## src/rtl/mouse_pkg.sv

```systemverilog
// Shared types and constants for the PS/2 mouse position controller.
package mouse_pkg;

  typedef enum logic [1:0] {
    S_B0  = 2'd0,
    S_B1  = 2'd1,
    S_B2  = 2'd2,
    S_UPD = 2'd3
  } state_e;

  localparam int COORD_W = 11;
  localparam int SUM_W   = COORD_W + 1;

  // Byte0 bit positions
  localparam int BIT_L    = 0;
  localparam int BIT_R    = 1;
  localparam int BIT_M    = 2;
  localparam int BIT_SYNC = 3;
  localparam int BIT_XSGN = 4;
  localparam int BIT_YSGN = 5;
  localparam int BIT_XOVF = 6;
  localparam int BIT_YOVF = 7;

endpackage

```

## src/rtl/mouse_axis_acc.sv

```systemverilog
// Combinational saturating accumulate for one axis: clamp(pos +/- delta, 0, max).
module mouse_axis_acc
  import mouse_pkg::*;
#(
  parameter bit INVERT = 1'b0
) (
  input  logic [COORD_W-1:0] pos_i,
  input  logic signed [8:0]  delta_i,
  input  logic [COORD_W-1:0] max_i,
  output logic [COORD_W-1:0] next_o
);

  logic signed [SUM_W-1:0] pos_s;
  logic signed [SUM_W-1:0] delta_ext_s;
  logic signed [SUM_W-1:0] delta_s;
  logic signed [SUM_W-1:0] sum_s;
  logic signed [SUM_W-1:0] max_s;

  // Negating in the wide domain keeps -(-256) representable.
  assign pos_s       = {1'b0, pos_i};
  assign max_s       = {1'b0, max_i};
  assign delta_ext_s = {{3{delta_i[8]}}, delta_i};
  assign delta_s     = INVERT ? -delta_ext_s : delta_ext_s;
  assign sum_s       = pos_s + delta_s;

  // Saturate into [0, max]
  always_comb begin
    if (sum_s < 12'sd0) begin
      next_o = {COORD_W{1'b0}};
    end else if (sum_s > max_s) begin
      next_o = max_i;
    end else begin
      next_o = sum_s[COORD_W-1:0];
    end
  end

endmodule

```

## src/rtl/mouse_pos_ctrl.sv

```systemverilog
// PS/2 mouse packet decoder: assembles 3-byte packets and updates a clamped sprite origin.
module mouse_pos_ctrl
  import mouse_pkg::*;
#(
  parameter int H_MAX   = 639,
  parameter int V_MAX   = 479,
  parameter int X_INIT  = 320,
  parameter int Y_INIT  = 240,
  parameter int TIMEOUT = 2_000_000
) (
  input  logic               clk,
  input  logic               rst_n,
  input  logic [7:0]         rx_byte,
  input  logic               rx_valid,
  output logic [COORD_W-1:0] x0,
  output logic [COORD_W-1:0] y0,
  output logic [2:0]         btn,
  output logic               pkt_done,
  output logic               sync_err
);

  localparam int CNT_W = (TIMEOUT > 1) ? $clog2(TIMEOUT + 1) : 1;
  localparam logic [CNT_W-1:0] TO_LAST = CNT_W'(TIMEOUT - 1);

  state_e state_q, state_d;
  logic [7:0]         b0_q, b0_d, b1_q, b1_d, b2_q, b2_d;
  logic [CNT_W-1:0]   cnt_q, cnt_d;
  logic [COORD_W-1:0] x_q, x_d, y_q, y_d;
  logic [2:0]         btn_q, btn_d;
  logic               pkt_q, pkt_d, err_q, err_d;

  logic signed [8:0]  dx_s, dy_s;
  logic [COORD_W-1:0] x_next_s, y_next_s;

  assign dx_s = b0_q[BIT_XOVF] ? 9'sd0 : {b0_q[BIT_XSGN], b1_q};
  assign dy_s = b0_q[BIT_YOVF] ? 9'sd0 : {b0_q[BIT_YSGN], b2_q};

  mouse_axis_acc #(.INVERT(1'b0)) u_acc_x (
    .pos_i   (x_q),
    .delta_i (dx_s),
    .max_i   (COORD_W'(H_MAX)),
    .next_o  (x_next_s)
  );

  // Screen Y grows downward while PS/2 Y grows upward.
  mouse_axis_acc #(.INVERT(1'b1)) u_acc_y (
    .pos_i   (y_q),
    .delta_i (dy_s),
    .max_i   (COORD_W'(V_MAX)),
    .next_o  (y_next_s)
  );

  // Next-state and output decode
  always_comb begin
    state_d = state_q;
    b0_d    = b0_q;
    b1_d    = b1_q;
    b2_d    = b2_q;
    cnt_d   = {CNT_W{1'b0}};
    x_d     = x_q;
    y_d     = y_q;
    btn_d   = btn_q;
    pkt_d   = 1'b0;
    err_d   = 1'b0;
    case (state_q)
      S_B0: begin
        if (rx_valid) begin
          if (rx_byte[BIT_SYNC]) begin
            b0_d    = rx_byte;
            state_d = S_B1;
          end else begin
            err_d = 1'b1;
          end
        end else begin
          state_d = S_B0;
        end
      end
      S_B1, S_B2: begin
        // A byte arriving on the expiry cycle still wins.
        if (rx_valid) begin
          if (state_q == S_B1) begin
            b1_d    = rx_byte;
            state_d = S_B2;
          end else begin
            b2_d    = rx_byte;
            state_d = S_UPD;
          end
        end else if (cnt_q == TO_LAST) begin
          state_d = S_B0;
          err_d   = 1'b1;
        end else begin
          cnt_d = cnt_q + CNT_W'(1);
        end
      end
      S_UPD: begin
        state_d = S_B0;
        err_d   = rx_valid;
        if (b0_q[BIT_SYNC]) begin
          x_d   = x_next_s;
          y_d   = y_next_s;
          btn_d = {b0_q[BIT_M], b0_q[BIT_R], b0_q[BIT_L]};
          pkt_d = 1'b1;
        end else begin
          err_d = 1'b1;
        end
      end
      default: begin
        state_d = S_B0;
      end
    endcase
  end

  // State and output registers
  always_ff @(posedge clk or negedge rst_n) begin
    if (!rst_n) begin
      state_q <= S_B0;
      b0_q    <= 8'h00;
      b1_q    <= 8'h00;
      b2_q    <= 8'h00;
      cnt_q   <= {CNT_W{1'b0}};
      x_q     <= COORD_W'(X_INIT);
      y_q     <= COORD_W'(Y_INIT);
      btn_q   <= 3'b000;
      pkt_q   <= 1'b0;
      err_q   <= 1'b0;
    end else begin
      state_q <= state_d;
      b0_q    <= b0_d;
      b1_q    <= b1_d;
      b2_q    <= b2_d;
      cnt_q   <= cnt_d;
      x_q     <= x_d;
      y_q     <= y_d;
      btn_q   <= btn_d;
      pkt_q   <= pkt_d;
      err_q   <= err_d;
    end
  end

  assign x0       = x_q;
  assign y0       = y_q;
  assign btn      = btn_q;
  assign pkt_done = pkt_q;
  assign sync_err = err_q;

endmodule

```

## config.mk

```make
export PLATFORM = sky130hd
export DESIGN_NAME = mouse_pos_ctrl
export DESIGN_NICKNAME = d
export VERILOG_FILES = /design/src/rtl/mouse_pkg.sv /design/src/rtl/mouse_axis_acc.sv /design/src/rtl/mouse_pos_ctrl.sv
export SDC_FILE = /design/constraint.sdc
export NUM_CORES = 1
export LEC_CHECK = 0
export BUFFER_PORTS_ARGS = -buffer_cell sky130_fd_sc_hd__buf_2
export CAP_MARGIN = 20
export CELL_PAD_IN_SITES_DETAIL_PLACEMENT = 1
export CELL_PAD_IN_SITES_GLOBAL_PLACEMENT = 1
export CORE_MARGIN = 5
export CORE_UTILIZATION = 52
export DETAILED_ROUTE_END_ITERATION = 10
export PLACE_DENSITY_LB_ADDON = 0.1
export SLEW_MARGIN = 0
export SYNTH_ARGS = -nofsm -noshare
export SYNTH_HDL_FRONTEND = slang
export SYNTH_HIERARCHICAL = 1
export SYNTH_SLANG_ARGS = --single-unit
```

## constraint.sdc

```tcl
create_clock -name clk -period 9.7 [get_ports clk]
set_input_delay 0 -clock clk [delete_from_list [all_inputs] [get_ports clk]]
set_output_delay 0 -clock clk [all_outputs]
set_load 0.02 [all_outputs]
```

== After elaboration in Yosys (flattened, before gate mapping) ==
Cells that the tools add are included.

* Word-level logic and storage cells: 55
* Input bits: 11
* Register bits: 74

* $add $sub $neg: 4
* Magnitude comparators: 4
* Eq/ne operators: 6
* Bitwise operators: 1
* Muxes and demuxes: 23
* Reduce and logical (&&, ||, !) cells: 7

{| class="wikitable"
|+ Operator list
! kind !! number
|-
| 21-bit 2-to-1 mux || 3
|-
| 11-bit 2-to-1 mux || 4
|-
| 12-bit by 1-bit < comparator with 1-bit output, second input constant || 2
|-
| 21-bit by 1-bit adder with 21-bit output, second input constant || 1
|-
| 21-bit == test, second input constant || 1
|-
| 9-bit 2-to-1 mux || 2
|-
| 12-bit adder || 1
|-
| 12-bit by 9-bit adder with 12-bit output || 1
|-
| 12-bit by 10-bit greater-than comparator with 1-bit output, second input constant || 1
|-
| 12-bit by 11-bit greater-than comparator with 1-bit output, second input constant || 1
|-
| 9-bit negator with 12-bit output || 1
|-
| 3-bit AND reduction || 3
|-
| 1-bit 2-to-1 mux || 8
|-
| 2-bit 2-to-1 mux || 4
|-
| 3-bit inequality test, second input constant || 2
|-
| 2-bit one-hot mux with 3 select lines || 1
|-
| 2-bit == test, second input constant || 2
|-
| 2-bit AND reduction || 2
|-
| 1-bit one-hot mux with 3 select lines || 1
|-
| 2-bit by 1-bit == test with 1-bit output, second input constant || 1
|-
| 2-bit logical NOT || 1
|-
| 2-bit OR reduction || 1
|-
| 1-bit inverter || 1
|}

== Longest topological paths before layout ==
Gate-level depths: netlist of the first run.

* Word-level depth: 6
* Depth in mapped cells: 17

== Cells and area by module ==
Netlist of the first run, hierarchy kept.

{| class="wikitable"
|+ Modules (own cells, without submodules)
! module !! cells an instance !! seq. area each (µm²) !! times used !! area an instance (µm²)
|-
| mouse_pos_ctrl || 260 || 1859.3 || 1 || 3266.9
|-
| mouse_axis_acc at u_acc_y || 140 || 0.0 || 1 || 1044.8
|-
| mouse_axis_acc at u_acc_x || 130 || 0.0 || 1 || 977.2
|}

== Worst setup path before layout of the first run ==
Ideal clock, no wire load.

* Path type: register -> register
* Start: register b0_q[6]
* End: register x_q[7] (netlist: x0[7])
* Setup time: 0.125 ns
* Clock period less this slack: 3.556 ns
* Cell stages (with the launch flop): 17
* Arrival time: 3.432 ns
* Slack: 6.144 ns
* Path buffers: 1
* Path through: dfrtp_1 -> nor2b_1 -> ha_1 -> fa_1 -> a211oi_1 -> o21ai_0 -> a21boi_0 -> xnor2_1 -> ha_1 -> nand4_1 -> nor2_1 -> o211a_1 -> o31a_1 -> buf_2 -> mux2i_1 -> nor2_1 -> mux2_2

* Longest elaborated chain between the ends: 5
* Elaborated cells between the ends (all ways): 6
* Those cells by class: add/sub: 1; order compare: 2; mux: 3

{| class="wikitable"
|+ RTL lines
! what !! RTL line !! text
|-
| start: declaration || mouse_pos_ctrl.sv:26 || <nowiki>logic [7:0] b0_q, b0_d, b1_q, b1_d, b2_q, b2_d;</nowiki>
|-
| start signal: assignment || mouse_pos_ctrl.sv:117 || <nowiki>b0_q <= 8'h00;</nowiki>
|-
| start signal: assignment || mouse_pos_ctrl.sv:128 || <nowiki>b0_q <= b0_d;</nowiki>
|-
| 9-bit 2-to-1 mux (*) || mouse_pos_ctrl.sv:35 || <nowiki>assign dx_s = b0_q[BIT_XOVF] ? 9'sd0 : {b0_q[BIT_XSGN], b1_q};</nowiki>
|-
| net dx_s[0] || mouse_pos_ctrl.sv:32 || <nowiki>logic signed [8:0] dx_s, dy_s;</nowiki>
|-
| 12-bit by 9-bit adder with 12-bit output (*) || mouse_axis_acc.sv:24 || <nowiki>assign sum_s = pos_s + delta_s;</nowiki>
|-
| 12-bit by 11-bit greater-than comparator with 1-bit output || mouse_axis_acc.sv:30 || <nowiki>end else if (sum_s > max_s) begin</nowiki>
|-
| 11-bit 2-to-1 mux || mouse_axis_acc.sv:30 ||
|-
| 11-bit 2-to-1 mux (*) || mouse_axis_acc.sv:28 || <nowiki>if (sum_s < 12'sd0) begin</nowiki>
|-
| net x_next_s[7] || mouse_pos_ctrl.sv:33 || <nowiki>logic [COORD_W-1:0] x_next_s, y_next_s;</nowiki>
|-
| end signal: assignment || mouse_pos_ctrl.sv:121 || <nowiki>x_q <= COORD_W'(X_INIT);</nowiki>
|-
| end: declaration || mouse_pos_ctrl.sv:28 || <nowiki>logic [COORD_W-1:0] x_q, x_d, y_q, y_d;</nowiki>
|}

Mark *: on every way through the listed nets, which the timed path passes. The rest lies on a longest branch.
A chain may end at the register's enable or synchronous reset.

== Worst setup path in the final report of the first run ==
Same ends and word-level chain as after synthesis.

==> results.md, run 1 <==
- Primary FF master, synth: dfrtp_1
- Unrepaired setup endpoints after global routing: no
- Detailed-route wire length: 12900 um
- Run status: completed
- Maximum number of pins on one net before global-route repair: 75
- First-pass GRT wire length: 22100 um
- Final hold viol count: 0
- Number of fillers in the final layout: 1138
- Initial core utilization: 53.6%
- Number of buffers inserted during clock tree synthesis: 9
- Yosys reg bits: 74
- HPWL after detailed placement: 9920 um
- Total Negative Setup Slacks: 0 ps
- Seq/Total Area, Yosys: 35.2%
- Area growth, synth to finish: 13.5%
- Share of cells above drive strength 1: 20.3%
- Top cell type's share of synthesized area: 32.2%
- Highest attainable clock frequency: 230 MHz
- Number of rows created at floorplan: 36
- Most numerous cell in the Yosys netlist: dfrtp_1
- Post-synthesis instance total: 530
- Signal arrival time at the worst endpoint: 4580 ps
- Number of buffers on the longest clock path: 2
- Met3 Track Usage GR: 3.71%
- Path category of the worst min-delay check: in -> async
- ANT nets after route: 0
- Number of DRC violations after detailed-routing iteration 0: 171
- Count of TritonRoute iterations in the first routing pass: 4
- Number of warnings issued by yosys: 6
- Reg-to-reg setup timing slack: 5350 ps
- Total GRT Usage: 21.8%
- Post-Synthesis Cell Area: 0.00529 mm2
- Path type of the worst setup path: reg -> reg
- Average wire length per cell after detail routing: 17.1 um
- Floorplan die area: 0.0123 mm2
- Via total after detailed routing: 4253
- Cell taking the most area after synthesis: dfrtp_1
- Tightest Pin Transition: 986 ps
- Top cells by area in the synthesized netlist: dfrtp_1 32%, ha_1 11%, mux2_2 10%, mux2i_1 4.4%, nor2_1 3.5%
- Core area: 0.00986 mm2
- Worst clock skew on the final layout: 16.5 ps
- Post-route clock period utilization: 44.8%
- Final critical-path required period: 4350 ps
- X dimension of the die: 111 um
- Num Clock Sinks: 74
- Count of final setup violators: 0
- Initial antenna violation count: 0
- Relative slew slack: 34.1%
- Syn Area/Cell: 9.98 um2
- Distinct cells, synth: 64
- Max Cap Viol: 0
- CP Launch Type: flop
- Post-CTS setup buffer count: 0
- TritonCTS clock tree: built
- Die Y-Extent: 111 um
- Critical path capture point type: flop
- Met2 capacity usage during global routing: 36.7%
- Count of buffers from port buffering: 37
- Count of antenna diodes in the layout: 0
- Residual DRC: 0
- Latest clock arrival within the worst-skew pair: 350 ps
- Number of enable-type register cells in the synthesized netlist: 0
- Layer with the highest usage: met2
- GRT met1 Usage: 29.0%
- Cell types with the highest counts after synthesis: 68 x dfrtp_1, 49 x mux2_2, 49 x nor2_1, 48 x ha_1, 45 x inv_1
- Drt via density: 5.64
- Total grt overflow: 0
- Required time reported for the critical path endpoint: 9940 ps
- Clock Pin Slew Worst Setup and Hold Paths: 80 ps
- Nets@finish: 678
- I/O pin cnt: 38
- H-tree depth: 3
- Number of max-slew violations in the final report: 0
- Library cell used as clock root buffer: clkbuf_8
- Peak fanout along the critical path: 12
- Async set-or-reset flop fraction in the synthesized netlist: 100%
- Vias in the first global route: 4523
- Final estimated routing congestion in global placement: 0.842
## registers in the layout (all words and copies together) (netlist names)
register and cells:
sync_err 1, b2_q 8, b0_q 8, pkt_done 1, x0 11, state_q 2
cnt_q 21, y0 11, btn 3, b1_q 8
## layout by cell type (no fill, tap or decap), types with 3 or more instances in the layout
master	instances
dfrtp_1	68
nor2_1	49
mux2_2	49
ha_1	48
inv_1	45
conb_1	42
buf_2	36
a21oi_1	25
mux2i_1	23
nor2b_1	22
nand2_1	19
nand3_1	13
xnor2_1	13
nand4_1	12
xor2_1	12
o21ai_0	10
dlygate4sd3_1	10
clkbuf_8	9
a211oi_1	7
o211ai_1	7
a21o_1	6
dfstp_2	6
or3_1	4
and4_1	4
and2_1	4
nand2b_1	4
a21oi_2	4
nor3_1	4
o31ai_1	3
or4_1	3
and3_1	3
o21a_1	3
## per-stage QoR
step	instances	area [um2]	hold slack, ps	utilization (%)	setup WS [ps]
floorplan	570	5440	-296	-	6140
global placement	729	5720	204	58.0	5530
detailed placement	729	5720	216	58.0	5380
CTS	754	6000	389	60.9	5350
global route	754	6000	418	60.9	5070
finish	754	6000	336	60.9	5350
## kinds of logic (layout without fill, tap and decap cells)
| group | count (synthesis) | count (layout) | synth area share (%) |
|---|---|---|---|
| simple gates | 158 | 158 | 16.5 |
| compound gates | 92 | 92 | 12.4 |
| mux | 72 | 72 | 14.8 |
| other cells | 2 | 42 | 0.142 |
| buf+inv | 57 | 108 | 4.73 |
| xor+xnor | 25 | 25 | 4.14 |
| fa+ha+maj | 50 | 50 | 12.1 |
| flops | 74 | 74 | 35.2 |
## area by class of cell
type	count	area [um2]	area share, %
inverters	45	169	2.81
flip-flops and latches	74	1860	31.0
well taps	133	166	2.77
multi-input cells	439	3330	55.5
repair buffers	48	295	4.92
clock inverters	5	56.3	0.938
clock buffers	10	128	2.13
## critical path, stage by stage (launching register included)
cell,delay [ps]
dfrtp_1,540
nor2b_1,90
ha_1,220
fa_1,420
a211oi_1,340
o21ai_0,200
a21boi_0,240
xnor2_1,130
ha_1,310
nand4_1,90
nor2_1,210
o211a_1,190
o31a_1,620
mux2i_1,280
nor2_1,50
mux2_2,290
## layer usage
metal  share of wire [%]  up-vias
met5                   0        -
met4                 1.5        0
met3                 2.9       20
met2                  49       68
met1                  47     2131
li1                    -     2034
## worst paths after layout
check,startpoint,endpoint,depth (start not counted)
worst max-delay path,b0_q[6],x0[7],15
worst min-delay path,rst_n,x0[2],2
worst max register to register,b0_q[6],x0[7],15
worst min register to register,cnt_q[0],cnt_q[0],1
max in group asynchronous,rst_n,cnt_q[20],2
min in group clk,rx_byte[4],b2_q[4],3
## repair_timing
item	in CTS	in global routing
gates resized for setup	0	0
setup endpoints to repair	0	0
hold buffers	10	0
hold endpoints to repair	93	0
Power of run 1 is left out: the tool's default activity adds up to more than one toggle a clock period on the data nets, which glitch-free logic cannot reach.
==> run 2: changes to the inputs <==
- CORE_UTILIZATION: 52 -> 44
- clock period: 9.7 -> 3.6 ns (I/O delays scaled with it)
==> run 2 against run 1 <==
Against the previous run: hold slack got worse by 310 ps; non-clock buffer count rose by 75; clock-buffer cell count did not move; the run now ends with setup timing left; highest routed layer unchanged.
==> results.md, run 2 (same netlist as run 1, synthesis figures left out) <==
- Run status: complete, but fails checks (was completed)
- Failing checks: setup timing
- Top library cells by usage in the layout, fill and taps aside: 70 x buf_4, 66 x dfrtp_1, 46 x nor2_1 (was 68 x dfrtp_1, 49 x nor2_1, 49 x mux2_2)
- X dimension of the die: 120 um (was 111 um)
- Peak fanout along the critical path: 6 (was 12)
- Maximum number of pins on one net before global-route repair: 75 (unchanged)
- Max FFs per register: 21 (unchanged)
- Worst clock skew on the final layout: 5.03 ps (was 16.5 ps)
- Die Y-Extent: 120 um (was 111 um)
- Required time reported for the critical path endpoint: 3820 ps (was 9940 ps)
- Non-Filler Instances: 844 (was 754)
- Count of antenna diodes in the layout: 0 (unchanged)
- Nets@finish: 753 (was 678)
- Share of cells above drive strength 1: 37.2% (was 20.3%)
- Critical path capture point type: flop (unchanged)
- Placed insts: 791 (was 729)
- Reg2Reg Capture Point: y0[1] (was x0[7])
- Count of final setup violators: 8 (was 0)
- Worst flop-to-flop path startpoint: b0_q[7] (was b0_q[6])
- Path category of the worst min-delay check: in -> reg (was in -> async)
- Final hold viol count: 0 (unchanged)
- Unrepaired setup endpoints after global routing: yes (was no)
- Final critical-path required period: 3680 ps (was 4350 ps)
- Number of DRC violations after detailed-routing iteration 0: 191 (was 171)
- Initial core utilization: 44.4% (was 53.6%)
- Total grt overflow: 0 (unchanged)
- Number of fillers in the final layout: 1330 (was 1138)
- HPWL after detailed placement: 10500 um (was 9920 um)
- Cell depth of the worst min-delay path: 3
- Post-route clock period utilization: 102% (was 44.8%)
- Signal arrival time at the worst endpoint: 3900 ps (was 4580 ps)
- Relative slew slack: 35.5% (was 34.1%)
- Count of TritonRoute iterations in the first routing pass: 4 (unchanged)
- Number of buffers on the longest clock path: 2 (unchanged)
- Residual DRC: 0 (unchanged)
- I/O pin cnt: 38 (unchanged)
- Library cell used as clock root buffer: clkbuf_16 (was clkbuf_8)
- Via total after detailed routing: 4591 (was 4253)
- Num Clock Sinks: 74 (unchanged)
- Highest attainable clock frequency: 272 MHz (was 230 MHz)
- Setup slack at placement: -384 ps (was 5380 ps)
- Final estimated routing congestion in global placement: 0.744 (was 0.842)
- Core area: 0.0119 mm2 (was 0.00986 mm2)
- Max Cap Viol: 0 (unchanged)
- Post-route setup slack: -81.7 ps (was 5350 ps)
- Finished Core Util: 59.9% (was 60.9%)
- Total GRT Usage: 20.9% (was 21.8%)
- Floorplan die area: 0.0143 mm2 (was 0.0123 mm2)
- Drt via density: 5.44 (was 5.64)
- ANT nets after route: 0 (unchanged)
- Tightest Pin Transition: 968 ps (was 986 ps)
- Number of buffers inserted during clock tree synthesis: 9 (unchanged)
- Worst-case reg-to-reg path depth: 17 (was 15)
- Hold-critical path endpoint: state_q[0]
- Vias in the first global route: 4958 (was 4523)
- Number of max-slew violations in the final report: 0 (unchanged)
- Reg-to-reg setup timing slack: -80 ps (was 5350 ps)
- Critical Path Max Stage Delay: 480 ps (was 620 ps)
- Count of buffers from port buffering: 37 (unchanged)
- Average wire length per cell after detail routing: 18.5 um (was 17.1 um)
- H-tree depth: 3 (unchanged)
- Commonest non-fill, non-tap cell in the layout: buf_4 (was dfrtp_1)
- Clock Pin Slew Worst Setup and Hold Paths: 60 ps (was 80 ps)
- CP Launch Type: flop (unchanged)
- Critical path, cell by cell: nor2b_2 -> ha_2 -> inv_2 -> fa_2 -> a211oi_2 -> o21ai_1 -> a21boi_1 -> xnor2_1 -> ha_1 -> nand4_1 -> nor2_2 -> o211a_1 -> o31a_4 -> buf_6 -> mux2i_1 -> nor2_1 -> mux2_2 (was nor2b_1 -> ha_1 -> fa_1 -> a211oi_1 -> o21ai_0 -> a21boi_0 -> xnor2_1 -> ha_1 -> nand4_1 -> nor2_1 -> o211a_1 -> o31a_1 -> mux2i_1 -> nor2_1 -> mux2_2)
- Number of rows created at floorplan: 40 (was 36)
- Multi-input gate area in the final layout: 0.00375 mm2 (was 0.00333 mm2)
- FF+latch area: 0.00186 mm2 (about the same)
- First-pass GRT wire length: 24100 um (was 22100 um)
- Initial antenna violation count: 0 (unchanged)
- Critical hold path startpoint: rx_valid
- Area growth, synth to finish: 34.9% (was 13.5%)
- Top reg by flops: cnt_q (unchanged)
- Latest clock arrival within the worst-skew pair: 340 ps (was 350 ps)
- TritonCTS clock tree: built (unchanged)
- Path type of the worst setup path: reg -> reg (unchanged)
- Detailed-route wire length: 15600 um (was 12900 um)
- Highest-delay cell along the critical path: dfrtp_2 (was o31a_1)
run 2: through the flow:
| step | area, um2 | hold WS, ps | TNS (ps) |
|---|---|---|---|
| after global routing | 7140 | 42.8 | -3530 |
| after global placement | 6100 | 222 | -2940 |
| after detailed placement | 6100 | 216 | -4860 |
| after CTS | 6720 | 10.2 | -11.7 |
| after floorplan | 5440 | -296 | 0 |
| final | 7140 | 27.3 | -369 |
run 2: worst max-delay path by stage:
stage                       start     to  slack (ps)  cells past startpoint
after global routing      b0_q[7]  y0[1]        -250                     17
after floorplan           b0_q[6]  x0[7]          40                     16
after detailed placement  b0_q[7]  y0[7]        -380                     16
after CTS                 b0_q[7]  y0[1]          -7                     17
after global placement    b0_q[7]  y0[7]        -310                     17
final                     b0_q[7]  y0[1]         -80                     17
run 2: layer usage:
metal / track usage [%] / up-vias / share of wire, %
met5: 0 / - / 0
met1: 26.0 / 2309 / 44
met2: 36.5 / 67 / 52
met3: 3.06 / 25 / 2.1
li1: - / 2190 / -
met4: 7.87 / 0 / 2.3
run 2: critical path: cells and delay by family, from the launching register on:
| family | cells | cell delay [ps] |
|---|---|---|
| buffers and inverters | 2 | 180 |
| XOR/XNOR | 1 | 110 |
| AO/OA/AOI/OAI | 5 | 1080 |
| adder cells (fa/ha/maj) | 3 | 870 |
| multiplexers | 2 | 420 |
| AND/OR/NAND/NOR | 4 | 420 |
| flip-flops | 1 | 480 |
run 2: area by class of cell:
type                            count  share of cell area (%)
Multi-Input combinational cell    439                    52.6
Sequential cell                    74                    26.1
Timing Repair Buffer              123                    12.5
Clock buffer                       10                    3.35
Tap cell                          147                    2.58
Inverter                           45                    2.37
Clock inverter                      6                   0.579
run 2: repair_timing:
action / 4_1_cts / 5_1_grt
cloned: 0 / 0
hold buffers: 9 / 0
pin swaps: 10 / 52
setup endpoints to repair: 22 / 22
endpoints found under the hold margin: 90 / 0
setup buffers: 14 / 14
resized for setup: 31 / 60
Power of run 2 is left out for the same reason.
==> run 3: changes to the inputs <==
- CTS_BUF_LIST: default -> sky130_fd_sc_hd__clkbuf_16
==> run 3 against run 2 <==
Against the previous run: sequential share of layout area is 0.41 points higher; clock skew rose by 0.60 ps; hold slack improved by 2.1 ps; the run still ends with setup timing left; design area fell by 1.6%.
==> results.md, run 3 (same netlist as run 1, synthesis figures left out) <==
- Run status: complete, but fails checks (unchanged)
- I/O pin cnt: 38 (unchanged)
- Count of buffers from port buffering: 37 (unchanged)
- Final critical-path required period: 3660 ps (was 3680 ps)
- Unrepaired setup endpoints after global routing: yes (unchanged)
- HPWL after detailed placement: 10500 um (unchanged)
- Area growth, synth to finish: 32.7% (was 34.9%)
- Latest clock arrival within the worst-skew pair: 340 ps (about the same)
- TritonCTS clock tree: built (unchanged)
- Number of rows created at floorplan: 40 (unchanged)
- Detailed-route wire length: 14900 um (was 15600 um)
- Num Clock Sinks: 74 (unchanged)
- H-tree depth: 3 (unchanged)
- Worst clock skew on the final layout: 5.63 ps (was 5.03 ps)
- Total GRT Usage: 20.6% (was 20.9%)
- Total Negative Setup Slacks: -277 ps (was -369 ps)
- Top reg by flops: cnt_q (unchanged)
- Floorplan die area: 0.0143 mm2 (unchanged)
- Finished Core Util: 58.9% (was 59.9%)
- Cell depth of the worst min-delay path: 3 (unchanged)
- Post-route setup slack: -61.2 ps (was -81.7 ps)
- Placed insts: 791 (unchanged)
- Clock Pin Slew Worst Setup and Hold Paths: 60 ps (about the same)
- Reg-to-reg setup timing slack: -60 ps (was -80 ps)
- Top library cells by usage in the layout, fill and taps aside: 67 x dfrtp_1, 67 x buf_4, 46 x nor2_1, 46 x mux2_2, 44 x inv_1 (was 70 x buf_4, 66 x dfrtp_1, 46 x nor2_1)
- Core area: 0.0119 mm2 (unchanged)
- Critical hold path startpoint: rx_valid (unchanged)
- Path type of the worst setup path: reg -> reg (unchanged)
- Worst flop-to-flop path startpoint: b0_q[7] (unchanged)
- Initial core utilization: 44.4% (unchanged)
- Failing checks: setup timing (unchanged)
- Number of buffers on the longest clock path: 2 (unchanged)
- Count of TritonRoute iterations in the first routing pass: 7 (was 4)
- First-pass GRT wire length: 23900 um (was 24100 um)
- Max Cap Viol: 0 (unchanged)
- X dimension of the die: 120 um (unchanged)
- Max FFs per register: 21 (unchanged)
- Tightest Pin Transition: 965 ps (was 968 ps)
- Count of final setup violators: 9 (was 8)
- Reg2Reg Capture Point: y0[5] (was y0[1])
- Number of max-slew violations in the final report: 0 (unchanged)
- Signal arrival time at the worst endpoint: 3930 ps (was 3900 ps)
- Path category of the worst min-delay check: in -> reg (unchanged)
- Die Y-Extent: 120 um (unchanged)
- Share of cells above drive strength 1: 35.8% (was 37.2%)
- Non-Filler Instances: 840 (was 844)
- Final hold viol count: 0 (unchanged)
- Required time reported for the critical path endpoint: 3870 ps (was 3820 ps)
- Count of antenna diodes in the layout: 0 (unchanged)
- Peak fanout along the critical path: 6 (unchanged)
- Vias in the first global route: 4937 (was 4958)
- Library cell used as clock root buffer: clkbuf_16 (unchanged)
- Critical path capture point type: flop (unchanged)
- Final estimated routing congestion in global placement: 0.744 (unchanged)
- Number of DRC violations after detailed-routing iteration 0: 166 (was 191)
- CP Launch Type: flop (unchanged)
- Nets@finish: 749 (was 753)
- Post-route clock period utilization: 102% (about the same)
- Initial antenna violation count: 0 (unchanged)
- Total grt overflow: 0 (unchanged)
- ANT nets after route: 0 (unchanged)
- Via total after detailed routing: 4559 (was 4591)
- Hold-critical path endpoint: state_q[0] (unchanged)
- Number of buffers inserted during clock tree synthesis: 9 (unchanged)
- Drt via density: 5.43 (was 5.44)
- Maximum number of pins on one net before global-route repair: 75 (unchanged)
- Residual DRC: 0 (unchanged)
- Highest attainable clock frequency: 273 MHz (was 272 MHz)
- Average wire length per cell after detail routing: 17.8 um (was 18.5 um)
- Worst-case reg-to-reg path depth: 17 (unchanged)
- Relative slew slack: 35.7% (was 35.5%)
-- run 3: changes by cell type in the layout (fill, tap and decap cells not counted), moves of 2 or more --
cell / change
buf_4: -3
nor2b_1: +3
nor2b_4: -2
ha_2: +2
ha_4: -3
-- run 3: area by class of cell --
type,instances,area [um2]
well taps,147,184
inverters,45,169
clock inverters,7,45.0
flip-flops and latches,74,1860
fillers,1326,4890
repair buffers,119,852
multi-input cells,439,3680
clock buffers,9,225
-- run 3: worst max-delay path by stage --
stage / startpoint / end / slack [ps]
after global routing: b0_q[7] / y0[5] / -210
final: b0_q[7] / y0[5] / -60
after global placement: b0_q[7] / y0[7] / -310
after floorplan: b0_q[6] / x0[7] / 40
after detailed placement: b0_q[7] / y0[7] / -380
after CTS: b0_q[7] / y0[7] / -30
-- run 3: layer usage --
| layer | part of all wire (%) | GRT usage, % | vias up |
|---|---|---|---|
| li1 | - | - | 2182 |
| met3 | 2.6 | 3.11 | 22 |
| met1 | 45 | 25.8 | 2285 |
| met2 | 50 | 36.1 | 70 |
| met5 | 0 | 0 | - |
| met4 | 1.8 | 7.37 | 0 |
-- run 3: repair_timing --
item                                    in CTS  in global routing
buffers inserted                            14                 10
hold buffers                                 9                  0
resized for setup                           28                 47
endpoints found under the setup margin      22                 22
endpoints found under the hold margin       90                  0
pin swaps                                   10                 38
-- run 3: worst max-delay path: stages (launching register included) --
cell and delay (ps):
dfrtp_2 470, nor2b_1 180, inv_1 110, ha_1 300, nor2b_4 180, o2111ai_4 140, buf_4 180, a211oi_4 230
a211oi_2 100, ha_1 320, nand4_1 110, nor2_2 180, o211a_1 180, o31a_4 180, buf_6 140, mux2i_2 240
nor2_1 80, mux2_4 270
-- run 3: per-stage QoR --
| step | worst slack [ps] | area, um2 | hold slack (ps) |
|---|---|---|---|
| after floorplan | 43.8 | 5440 | -296 |
| final | -61.2 | 7020 | 29.4 |
| after global placement | -309 | 6100 | 222 |
| after CTS | -28.0 | 6680 | 10.2 |
| after global routing | -214 | 7020 | 43.2 |
| after detailed placement | -384 | 6100 | 216 |
Power of run 3 is left out for the same reason.
